## src/rtl/barrett_reduce_ctrl_pkg.sv

```systemverilog
// Shared state type and default configuration for the Barrett reduction controller.
// Default modulus is 2^77 + 1, for which floor(2^156 / MOD) = 2^79 - 4.
package barrett_reduce_ctrl_pkg;

    localparam int unsigned BARRETT_K       = 78;
    localparam int unsigned BARRETT_MUL_W   = BARRETT_K + 2;
    localparam int unsigned BARRETT_MUL_LAT = 3;
    localparam int unsigned BARRETT_RW      = BARRETT_K + 2;
    localparam int unsigned BARRETT_XW      = 2 * BARRETT_K;

    localparam logic [BARRETT_K-1:0] BARRETT_MOD = {1'b1, {(BARRETT_K-2){1'b0}}, 1'b1};
    localparam logic [BARRETT_K:0]   BARRETT_MU  = {{(BARRETT_K-1){1'b1}}, 2'b00};

    typedef enum logic [2:0] {
        ST_IDLE,
        ST_ISSUE,
        ST_WAIT,
        ST_CAPTURE,
        ST_QM,
        ST_SUB,
        ST_CORR,
        ST_DONE
    } barrett_state_e;

endpackage

```

## src/rtl/barrett_corr_step.sv

```systemverilog
// One Barrett correction step: subtract the modulus when the residue is not yet reduced.
module barrett_corr_step
    import barrett_reduce_ctrl_pkg::*;
#(
    parameter int unsigned  W   = BARRETT_RW,
    parameter logic [W-1:0] MOD = W'(BARRETT_MOD)
) (
    input  logic [W-1:0] i_r,
    output logic [W-1:0] o_r,
    output logic         o_ge
);

    assign o_ge = (i_r >= MOD);
    assign o_r  = o_ge ? (i_r - MOD) : i_r;

endmodule

```

## src/rtl/barrett_reduce_ctrl.sv

```systemverilog
// Barrett reduction controller: issues x's upper bits to an external middle-bit
// multiplier, then finishes x mod MOD locally. Macro BARRETT_EARLY_EXIT_EN enables early CORR exit.
module barrett_reduce_ctrl
    import barrett_reduce_ctrl_pkg::*;
#(
    parameter int unsigned  K       = BARRETT_K,
    parameter int unsigned  MUL_W   = BARRETT_MUL_W,
    parameter logic [K-1:0] MOD     = K'(BARRETT_MOD),
    parameter logic [K:0]   MU      = (K+1)'(BARRETT_MU),
    parameter int unsigned  MUL_LAT = BARRETT_MUL_LAT
) (
    input  logic             clk,
    input  logic             rst_n,
    input  logic             in_valid,
    output logic             in_ready,
    input  logic [2*K-1:0]   in_x,
    output logic             out_valid,
    input  logic             out_ready,
    output logic [K-1:0]     out_r,
    output logic             out_err,
    output logic             mul_en,
    output logic [MUL_W-1:0] mul_a,
    output logic [MUL_W-1:0] mul_b,
    input  logic [K-1:0]     mul_res
);

    localparam int unsigned RW = K + 2;
    localparam int unsigned XW = 2 * K;
    localparam int unsigned CW = 8;

    localparam logic [RW-1:0] MOD_RW = {2'b00, MOD};

    barrett_state_e r_state;
    barrett_state_e w_state_nxt;

    logic [RW-1:0]    r_x_lo;
    logic [MUL_W-1:0] r_mul_a;
    logic [MUL_W-1:0] r_mul_b;
    logic [K-1:0]     r_q;
    logic [RW-1:0]    r_qm;
    logic [RW-1:0]    r_r;
    logic [CW-1:0]    r_cnt;

    logic [RW-1:0]    w_qm;
    logic [RW-1:0]    w_sub;
    logic [RW-1:0]    w_step;
    logic             w_ge;

    // Only the low RW bits of q*MOD and x matter: the true residue is < 3*MOD < 2^RW.
    assign w_qm  = {2'b00, r_q} * MOD_RW;
    assign w_sub = r_x_lo - r_qm;

    barrett_corr_step #(
        .W   (RW),
        .MOD (MOD_RW)
    ) u_corr_step (
        .i_r  (r_r),
        .o_r  (w_step),
        .o_ge (w_ge)
    );

    always_ff @(posedge clk) begin
        if (!rst_n) begin
            r_state <= ST_IDLE;
        end else begin
            r_state <= w_state_nxt;
        end
    end

    always_comb begin
        w_state_nxt = r_state;
        unique case (r_state)
            ST_IDLE:    if (in_valid) w_state_nxt = ST_ISSUE;
            ST_ISSUE:   w_state_nxt = ST_WAIT;
            ST_WAIT:    if (r_cnt == '0) w_state_nxt = ST_CAPTURE;
            ST_CAPTURE: w_state_nxt = ST_QM;
            ST_QM:      w_state_nxt = ST_SUB;
`ifdef BARRETT_EARLY_EXIT_EN
            ST_SUB:     w_state_nxt = (w_sub < MOD_RW) ? ST_DONE : ST_CORR;
            ST_CORR:    if ((r_cnt == '0) || (w_step < MOD_RW)) w_state_nxt = ST_DONE;
`else
            ST_SUB:     w_state_nxt = ST_CORR;
            ST_CORR:    if (r_cnt == '0) w_state_nxt = ST_DONE;
`endif
            ST_DONE:    if (out_ready) w_state_nxt = ST_IDLE;
            default:    w_state_nxt = ST_IDLE;
        endcase
    end

    always_comb begin
        in_ready  = rst_n && (r_state == ST_IDLE);
        out_valid = rst_n && (r_state == ST_DONE);
        mul_en    = rst_n && (r_state == ST_ISSUE);
        out_r     = '0;
        out_err   = 1'b0;
        if (r_state == ST_DONE) begin
            out_r   = r_r[K-1:0];
            out_err = w_ge;
        end
    end

    assign mul_a = r_mul_a;
    assign mul_b = r_mul_b;

    // One down-counter serves both the WAIT span and the fixed CORR span.
    always_ff @(posedge clk) begin
        if (!rst_n) begin
            r_x_lo  <= '0;
            r_mul_a <= '0;
            r_mul_b <= '0;
            r_q     <= '0;
            r_qm    <= '0;
            r_r     <= '0;
            r_cnt   <= '0;
        end else begin
            unique case (r_state)
                ST_IDLE: begin
                    if (in_valid) begin
                        r_x_lo  <= in_x[RW-1:0];
                        r_mul_a <= in_x[XW-1:K-2];
                        r_mul_b <= MUL_W'(MU);
                    end
                end
                ST_ISSUE:   r_cnt <= CW'(MUL_LAT - 2);
                ST_WAIT:    r_cnt <= r_cnt - CW'(1);
                ST_CAPTURE: r_q   <= mul_res;
                ST_QM:      r_qm  <= w_qm;
                ST_SUB: begin
                    r_r   <= w_sub;
                    r_cnt <= CW'(1);
                end
                ST_CORR: begin
                    r_r   <= w_step;
                    r_cnt <= r_cnt - CW'(1);
                end
                default: ;
            endcase
        end
    end

endmodule

```

## config.mk

```make
export PLATFORM = sky130hd
export DESIGN_NAME = barrett_reduce_ctrl
export DESIGN_NICKNAME = d
export VERILOG_FILES = /design/src/rtl/barrett_reduce_ctrl_pkg.sv /design/src/rtl/barrett_corr_step.sv /design/src/rtl/barrett_reduce_ctrl.sv
export SDC_FILE = /design/constraint.sdc
export NUM_CORES = 1
export LEC_CHECK = 0
export ABC_CLOCK_PERIOD_IN_PS = 6100
export BUFFER_PORTS_ARGS = -buffer_cell sky130_fd_sc_hd__buf_2
export CORE_MARGIN = 2
export CORE_UTILIZATION = 47
export DETAILED_ROUTE_END_ITERATION = 16
export GPL_ROUTABILITY_DRIVEN = 1
export GPL_TIMING_DRIVEN = 0
export PLACE_DENSITY = 0.69
export REMOVE_ABC_BUFFERS = 1
export SETUP_SLACK_MARGIN = 0.02
export SLEW_MARGIN = 20
export SYNTH_ARGS = -nofsm -noshare
export SYNTH_HDL_FRONTEND = slang
export SYNTH_SLANG_ARGS = --single-unit
```

## constraint.sdc

```tcl
create_clock -name clk -period 6.1 [get_ports clk]
set_input_delay 0.915 -clock clk [delete_from_list [all_inputs] [get_ports clk]]
set_output_delay 0.915 -clock clk [all_outputs]
set_load 0.01 [all_outputs]
```

Yosys cells after proc, flatten, opt, wreduce, memory -nomap -nowiden --
Cells that the tools add are included.
Cells by class: add/sub/neg operators 3, $mul 1, $lt $le $gt $ge 1, eq/ne operators 12, multiplexer cells 10, reductions and logical operators 12
Operator list (number):
- $pmux 80 s2 | 1
- $ge 80x78->1 const B | 1
- $mul 78x78->80 const B | 1
- $mux 80 | 1
- $sub 80x78->80 const B | 1
- $sub 80x80->80 | 1
- $mux 78 | 1
- $pmux 3 s8 | 1
- $pmux 8 s2 | 1
- $eq 3x3->1 const B | 4
- $mux 3 | 4
- $logic_not 8->1 | 1
- $ne 2x2->1 const B | 4
- $sub 8x1->8 const B | 1
- $eq 3x2->1 const B | 2
- $reduce_and 2->1 | 2
- $reduce_and 4->1 | 1
- $reduce_bool 2->1 | 2
- $reduce_or 2->1 | 2
- $eq 3x1->1 const B | 1
- $logic_and 1x1->1 | 3
- $logic_not 3->1 | 1
- $ne 2x1->1 const B | 1
- $mux 1 | 1
Storage, ports and cells: bits in registers 410, input bits 238, output and inout port bits 242, logic and storage cells 47

Logic depth before layout (Yosys ltp) --
Gate-level depths: netlist of run 1.
depth in word-level cells 3, gate-level depth with buffers 14, depth with buffers taken out 14

Cells and area by module --
A second synthesis of run 1 with hierarchy kept.
Unflattened totals: cells, all modules 3213, area, all modules 23531.3 um^2
By module, submodules not included:
- barrett_reduce_ctrl | instances 1, cells an instance 2903, area an instance 21454.3 um^2, seq. area each 8127.8 um^2
- barrett_corr_step | instances 1, cells an instance 310, area an instance 2077.0 um^2, seq. area each 0.0 um^2

Least setup slack after synthesis of run 1 --
OpenSTA, ideal clock, no wires.
path type reg2out, start point register r_r[54], end point output out_err, arrival 2.409 ns, required time 5.185 ns, slack 2.776 ns, stages on the path, launching flop included 7, buffers on the path 1, cell sequence dfxtp_1 > or3_1 > clkbuf_1 > or4_1 > or4_4 > o41ai_4 > a21boi_0
Between the ends: cells in the longest elaborated chain, start to end 2
RTL lines:
- from (decl) | line barrett_reduce_ctrl.sv:41 | logic [RW-1:0] r_r;
- from (signal assigned) | line barrett_reduce_ctrl.sv:129 | r_r <= w_sub;
- from (signal assigned) | line barrett_reduce_ctrl.sv:133 | r_r <= w_step;
- $ge 80x78->1 | line barrett_corr_step.sv:13 | assign o_ge = (i_r >= MOD);
- $mux 1 | line barrett_reduce_ctrl.sv:96 | if (r_state == ST_DONE) begin
- to (decl) | line barrett_reduce_ctrl.sv:20 | output logic out_err,
No other way between the ends.

Worst setup path after layout of run 1 --
start point register r_x_lo[0], end point register r_r[70]
Between the ends: cells in the longest elaborated chain, start to end 2
RTL lines:
- from (decl) | line barrett_reduce_ctrl.sv:36 | logic [RW-1:0] r_x_lo;
- from (signal assigned) | line barrett_reduce_ctrl.sv:119 | r_x_lo <= in_x[RW-1:0];
- $sub 80x80->80 | line barrett_reduce_ctrl.sv:51 | assign w_sub = r_x_lo - r_qm;
- $pmux 80 s2 | line barrett_reduce_ctrl.sv:116 | unique case (r_state)
No other way between the ends. A chain may end at the register's enable or synchronous reset.

==> flow_metrics.tcl, run 1 <==
set metrics [dict create \
    drt_drc_violations_left 0 \
    regToRegEndpoint "r_r[70]" \
    root_buffer "clkbuf_16" \
    synth.most_common_cell "nand2_1" \
    fin_crit_ps 4460 \
    clk_path_buf_depth 3 \
    dp.cells 3993 \
    power.density_nw_per_um2 312 \
    rsz0062_at_grt "no" \
    max_stage_delay_ps 740 \
    holdPathStages 2 \
    synth_ff_type "dfxtp_1" \
    die_area_um2 50000 \
    die_x_um 224 \
    postCtsSetupBuffers 0 \
    cap_violations 0 \
    worst_pin_slew_ps 1140 \
    grt_max_degree 119 \
    antenna_found_initial 18 \
    drive_gt1_share_pct 18.6 \
    syn_inst 3142 \
    dr.pass1.iters 5 \
    via_per_inst 5.48 \
    port_buffers 476 \
    synth_common_cells "755 x nand2_1, 506 x a21oi_1, 406 x dfxtp_1, 185 x clkbuf_1, 145 x nor2_1" \
    routabilityCongestion 0.942 \
    finalSetupViolations 0 \
    whs_endpoint "mul_a[26]" \
    crit_type "reg2reg" \
    grt_pass1_wl_um 108000 \
    synth.largest_area_cell "dfxtp_1" \
    synth_top_area_share_pct 35.8 \
    core_region_area_um2 47600 \
    holdWs_ps 449 \
    critPathTopFamily "compound AO/OA/AOI/OAI gates" \
    avgSynthCellArea_um2 7.22 \
    ir_drop_mv 0.214 \
    path_clk_slew_ps 60 \
    grt_usage_pct 26.3 \
    dpl.hpwl_um 50500 \
    cts_sinks 406 \
    timing.fmax_ghz 0.224 \
    hp-start "mul_a[26]" \
    hold_violations 0 \
    total_leakage_power_uw 0.0115 \
    r2r_cells 13 \
    critPathLaunch "r_x_lo[0]" \
    crit_top_cell "inv_1" \
    fin_skew_ps 18.3 \
    final_cell_count_no_fill 4085 \
    synth-seq-cells 406 \
    outcome "completed" \
    r2r_slack_ps 1640 \
    post_drt_wl_per_cell_um 16.8 \
    clk_latency_ps 580 \
    crit_path_end_kind "register" \
    start_util_pct 47.6 \
    min_period_over_period_pct 73.1 \
    arrival_ps 4930 \
    required_ps 6570 \
    yosysWarnings 0 \
    cts_tree "done" \
    drt_iter0_drc 1683 \
    syn_area_um2 22700 \
    htreeDepth 2 \
    syn_to_final_growth_pct 17.5 \
    startpoint_type "register" \
    io_pins 480 \
    yosysSeqAreaShare_pct 35.8 \
    async_flop_share_pct 0 \
    synth_edf_count 0 \
    critical_path_buf_inv_count 2 \
    r2r_start "r_x_lo[0]" \
    cp_cell_sequence "inv_1 -> ha_1 -> inv_1 -> fa_1 -> a21o_1 -> a221oi_1 -> nor4b_1 -> o311ai_1 -> a211oi_1 -> or3_1 -> a21oi_1 -> nand4b_1 -> o2111a_1" \
    grt_pass1_vias 20594 \
    nets 3750 \
    ant_nets 0 \
    cts_hold_buffers 0 \
    fill_cells 4786 \
    slew_headroom_pct 24.3 \
    drt_wl_total_um 68800 \
    ys_types 87 \
    slowest_stage "a221oi_1" \
    fp.dieH_um 224 \
    cts_buffers 46 \
    overflow 0 \
    crit_fanout 5 \
    vias 22398 \
    rows 80 \
    cts_resized 0 \
    synth.area.top_cells "dfxtp_1 36%, nand2_1 12%, a21oi_1 11%, ha_1 4.7%, clkbuf_1 3.1%" \
    finalMaxSlewViolations 0 \
    min_path_type "reg2reg" \
]
==> tightest hold or removal path: cells and delay by family (launching register included) <==
kind / cells / cell delay, ps
flops: 1 / 300
simple gates: 1 / 50
compound gates: 1 / 50
==> worst max-delay path by stage <==
stage,slack [ps],to,cells past startpoint
global route,1530,r_r[70],13
CTS,1710,r_r[70],13
finish,1640,r_r[70],13
floorplan,-6760,mul_a[10],3
detailed placement,1750,r_r[70],13
global placement,-16990,mul_a[25],4
==> cells by family after synthesis <==
group	count (synthesis)	synth area share, %
and+or+nand+nor	1249	24.5
AOI/OAI and AO/OA	916	23.6
buffers and inverters	407	8.33
DFF	406	35.8
adders and majority gates	86	4.78
xor gates and xnor gates	75	2.90
muxes	2	0.0882
other	1	0.0165
==> layout by cell type (no fill, tap or decap), types with 41 or more instances in the layout <==
cell type / n
nor2_1: 145
buf_2: 488
nand2_1: 753
nor3_1: 56
o21ai_0: 116
a21o_1: 52
ha_1: 85
xnor2_1: 48
dfxtp_1: 405
a21oi_1: 506
inv_1: 115
o21ai_1: 41
and2_1: 87
clkbuf_16: 49
==> per-layer routing <==
layer	part of all wire (%)	vias to the layer above	GRT usage [%]	wire length, um
met2	45	742	41.7	30600
li1	-	11274	-	-
met5	0.18	-	0	126
met3	7.5	148	5.73	5190
met4	3.5	22	10.2	2420
met1	44	10212	35.0	30400
==> report_power, final <==
group | total, uW | switching (uW) | internal, uW
sequential | 2880 | 94.8 | 2780
clock | 2980 | 1160 | 1820
combinational | 2470 | 1520 | 951
==> cell type report <==
cell class | count | area (um^2) | share of cell area [%]
diodes | 9 | 22.5 | 0.0845
clock inverters | 19 | 256 | 0.962
repair buffers | 524 | 2920 | 11.0
flip-flops and latches | 406 | 8130 | 30.5
multi-input cells | 2331 | 12700 | 47.8
clock buffers | 64 | 1370 | 5.15
inverters | 117 | 447 | 1.68
well taps | 615 | 769 | 2.89
==> state kept, by name, indices dropped and copies added (netlist names) <==
name / count
mul_a: 77
mul_b: 1
r_cnt: 8
r_q: 78
r_qm: 80
r_r: 80
r_state: 3
r_x_lo: 79
==> per-stage QoR <==
stage | TNS (ps) | setup WS, ps | util [%] | instance area [um^2] | total power, uW
after global placement | -3336240 | -16990 | 51.2 | 24400 | 5390
final | 0 | 1640 | 55.9 | 26700 | 8330
after CTS | 0 | 1710 | 55.9 | 26600 | 8350
after global routing | 0 | 1530 | 55.9 | 26600 | 8740
after floorplan | -1162960 | -6760 | - | 21200 | 4630
after detailed placement | 0 | 1750 | 52.5 | 25000 | 5360
Power figures use the tool's default switching activity.
==> inputs of run 2 (changes only) <==
- ABC_AREA: default -> 1
- ABC_CLOCK_PERIOD_IN_PS: 6100 -> 4300
- PLACE_DENSITY: 0.69 -> 0.68
- clock period: 6.1 -> 4.3 ns (I/O delays scaled with it)
==> flow_metrics.tcl, run 2 <==
set metrics [dict create \
    outcome "completed" \
    htreeDepth 2 \
    ant_nets 0 \
    required_ps 4820 \
    switching_power_uw 13700 \
    synth.area.top_cells "dfxtp_1 31%, nand2_1 13%, nor2_1 11%, inv_1 11%, o21ai_0 8.3%" \
    fp.dieH_um 239 \
    dr.pass1.iters 6 \
    synth_edf_count 0 \
    clkPwrFrac_pct 16.7 \
    switching_share_pct 52.8 \
    startpoint_type "register" \
    total_leakage_power_uw 0.0161 \
    min_period_over_period_pct 87.7 \
    arrival_ps 4290 \
    r2r_slack_ps 530 \
    nets 4972 \
    fin_skew_ps 12.0 \
    yosysWarnings 0 \
    rows 86 \
    place_ws_ps 506 \
    yosysSeqAreaShare_pct 31.3 \
    synth.most_common_cell "nand2_1" \
    use_met2_pct 48.0 \
    drt_iter0_drc 2168 \
    hold_violations 0 \
    async_flop_share_pct 0 \
    worst_pin_slew_ps 1110 \
    grt_max_degree 155 \
    grt_usage_pct 29.4 \
    pwr-share-comb_pct 63.6 \
    syn_area_um2 26000 \
    setup_ws_ps 527 \
    postCtsSetupBuffers 0 \
    fin_crit_ps 3770 \
    die_area_um2 57200 \
    core_region_area_um2 54900 \
    io_pins 480 \
    dpl.hpwl_um 67000 \
    use_met1_pct 39.4 \
    ys_types 42 \
    die_x_um 239 \
    seqPwrFrac_pct 19.7 \
    clk_path_buf_depth 3 \
    crit_type "reg2reg" \
    finish.utilization_pct 54.7 \
    synth-seq-cells 406 \
    r2r_cells 14 \
    gr-usage-met3_pct 4.83 \
    via_per_inst 5.08 \
    ir_drop_mv 0.426 \
    rsz0062_at_grt "no" \
    path_clk_slew_ps 60 \
    crit_path_end_kind "register" \
    critPathLaunch "r_r[0]" \
    grt_pass1_wl_um 132000 \
    mostFrequentLayoutCells "894 x nand2_1, 737 x nor2_1, 736 x inv_1" \
    start_util_pct 47.3 \
    routabilityCongestion 0.971 \
    port_buffers 476 \
    drive_gt1_share_pct 13.1 \
    cts_tree "done" \
    synth_common_cells "894 x nand2_1, 739 x nor2_1, 738 x inv_1, 431 x o21ai_0, 422 x a21oi_1" \
    timing.fmax_ghz 0.265 \
    cap_violations 0 \
    holdPathStages 3 \
    synth_ff_type "dfxtp_1" \
    finalSetupViolations 0 \
    finalMaxSlewViolations 0 \
    cts_buffers 46 \
    cts_hold_buffers 0 \
    synth.largest_area_cell "dfxtp_1" \
    min_path_type "in2reg" \
    avgSynthCellArea_um2 5.97 \
    root_buffer "clkbuf_16" \
    power.density_nw_per_um2 864 \
    clk_latency_ps 590 \
    reg_top3 "r_qm (80), r_r (80), r_x_lo (79)" \
    post_drt_wl_per_cell_um 16.0 \
    fin_area_um2 30000 \
    slew_headroom_pct 26.1 \
    antenna_found_initial 15 \
    cts_resized 0 \
    syn_to_final_growth_pct 15.6 \
    cts_sinks 406 \
    layout.cells.most_common "nand2_1" \
    top_usage_layer "met2" \
    overflow 0 \
    vias 27392 \
    syn_inst 4348 \
    placed_cell_area_um2 28400 \
    synth_top_area_share_pct 31.3 \
    grt_pass1_vias 24460 \
    internal-power_uw 12300 \
    drt_wl_total_um 86200 \
    fill_cells 5764 \
    drt_drc_violations_left 0 \
    r2r_start "r_r[0]" \
    hp-start "mul_res[60]" \
    crit_fanout 95 \
]
run 2: cell types whose count changed after synthesis, sizes merged, moves of 21 or more:
| cell | before | now |
|---|---|---|
| inv | 116 | 740 |
| a31oi | 21 | 0 |
| nand3 | 34 | 180 |
| o21ai | 157 | 470 |
| xnor2 | 48 | 5 |
| nor2 | 146 | 749 |
| a21oi | 507 | 424 |
| and2 | 89 | 4 |
| nor3 | 59 | 21 |
| nand4 | 41 | 16 |
| clkbuf | 185 | 140 |
| a21o | 53 | 1 |
| nand2 | 756 | 900 |
run 2: layout make-up:
cell class	instances	area, um^2	share of cell area, %
sequential	406	8130	27.1
antenna	4	10.0	0.0333
multi-input combinational	2963	13800	46.1
clock buffer	65	1410	4.68
timing repair buffer	489	2710	9.03
clock inverter	15	259	0.862
tap	704	881	2.93
inverter	742	2810	9.34
run 2: path summary, 6_finish.rpt:
| kind | to |
|---|---|
| setup / recovery | r_r[46] |
| hold / removal | r_q[60] |
| hold reg to reg | mul_a[78] |
| setup reg to reg | r_r[46] |
run 2: logic make-up after synthesis:
kind of cell / after synthesis / synth area share, %
other cells: 1 / 0.0144
fa+ha+maj: 86 / 4.17
compound gates: 922 / 18.1
buf+inv: 981 / 15.6
simple gates: 1909 / 29.4
xor+xnor: 43 / 1.45
flops: 406 / 31.3
run 2: power by group through the flow:
stage | clock (uW) | combinational, uW | sequential (uW)
floorplan | 0 | 9760 | 5220
global placement | 0 | 11500 | 4860
detailed placement | 0 | 16100 | 5190
CTS | 4400 | 16200 | 5120
global route | 4540 | 18500 | 5220
finish | 4320 | 16500 | 5130
run 2: per-layer routing:
metal	part of all wire [%]	routed length, um
met3	8.0	6920
met4	2.9	2530
met5	0.16	136
met2	45	38600
met1	44	38000
run 2: metrics by stage:
step	power [uW]	hold WS [ps]	std cells	TNS, ps
2_1_floorplan	15000	427	4111	-584720
3_3_place_gp	16300	428	5291	-1960000
3_5_place_dp	21300	433	5304	0
4_1_cts	25700	256	5384	0
5_1_grt	28200	268	5385	0
6_report	26000	283	5388	0
run 2: critical path, cell delays in order (launching register included):
cell	delay, ps
dfxtp_1	330
inv_1	130
ha_1	260
nand2_2	140
nor2_4	150
nand3_2	130
nor2_2	230
nand3_1	150
nand2_1	120
nand2_2	70
nand2_4	110
nand2_4	530
inv_4	870
nor2_1	190
a21oi_1	170
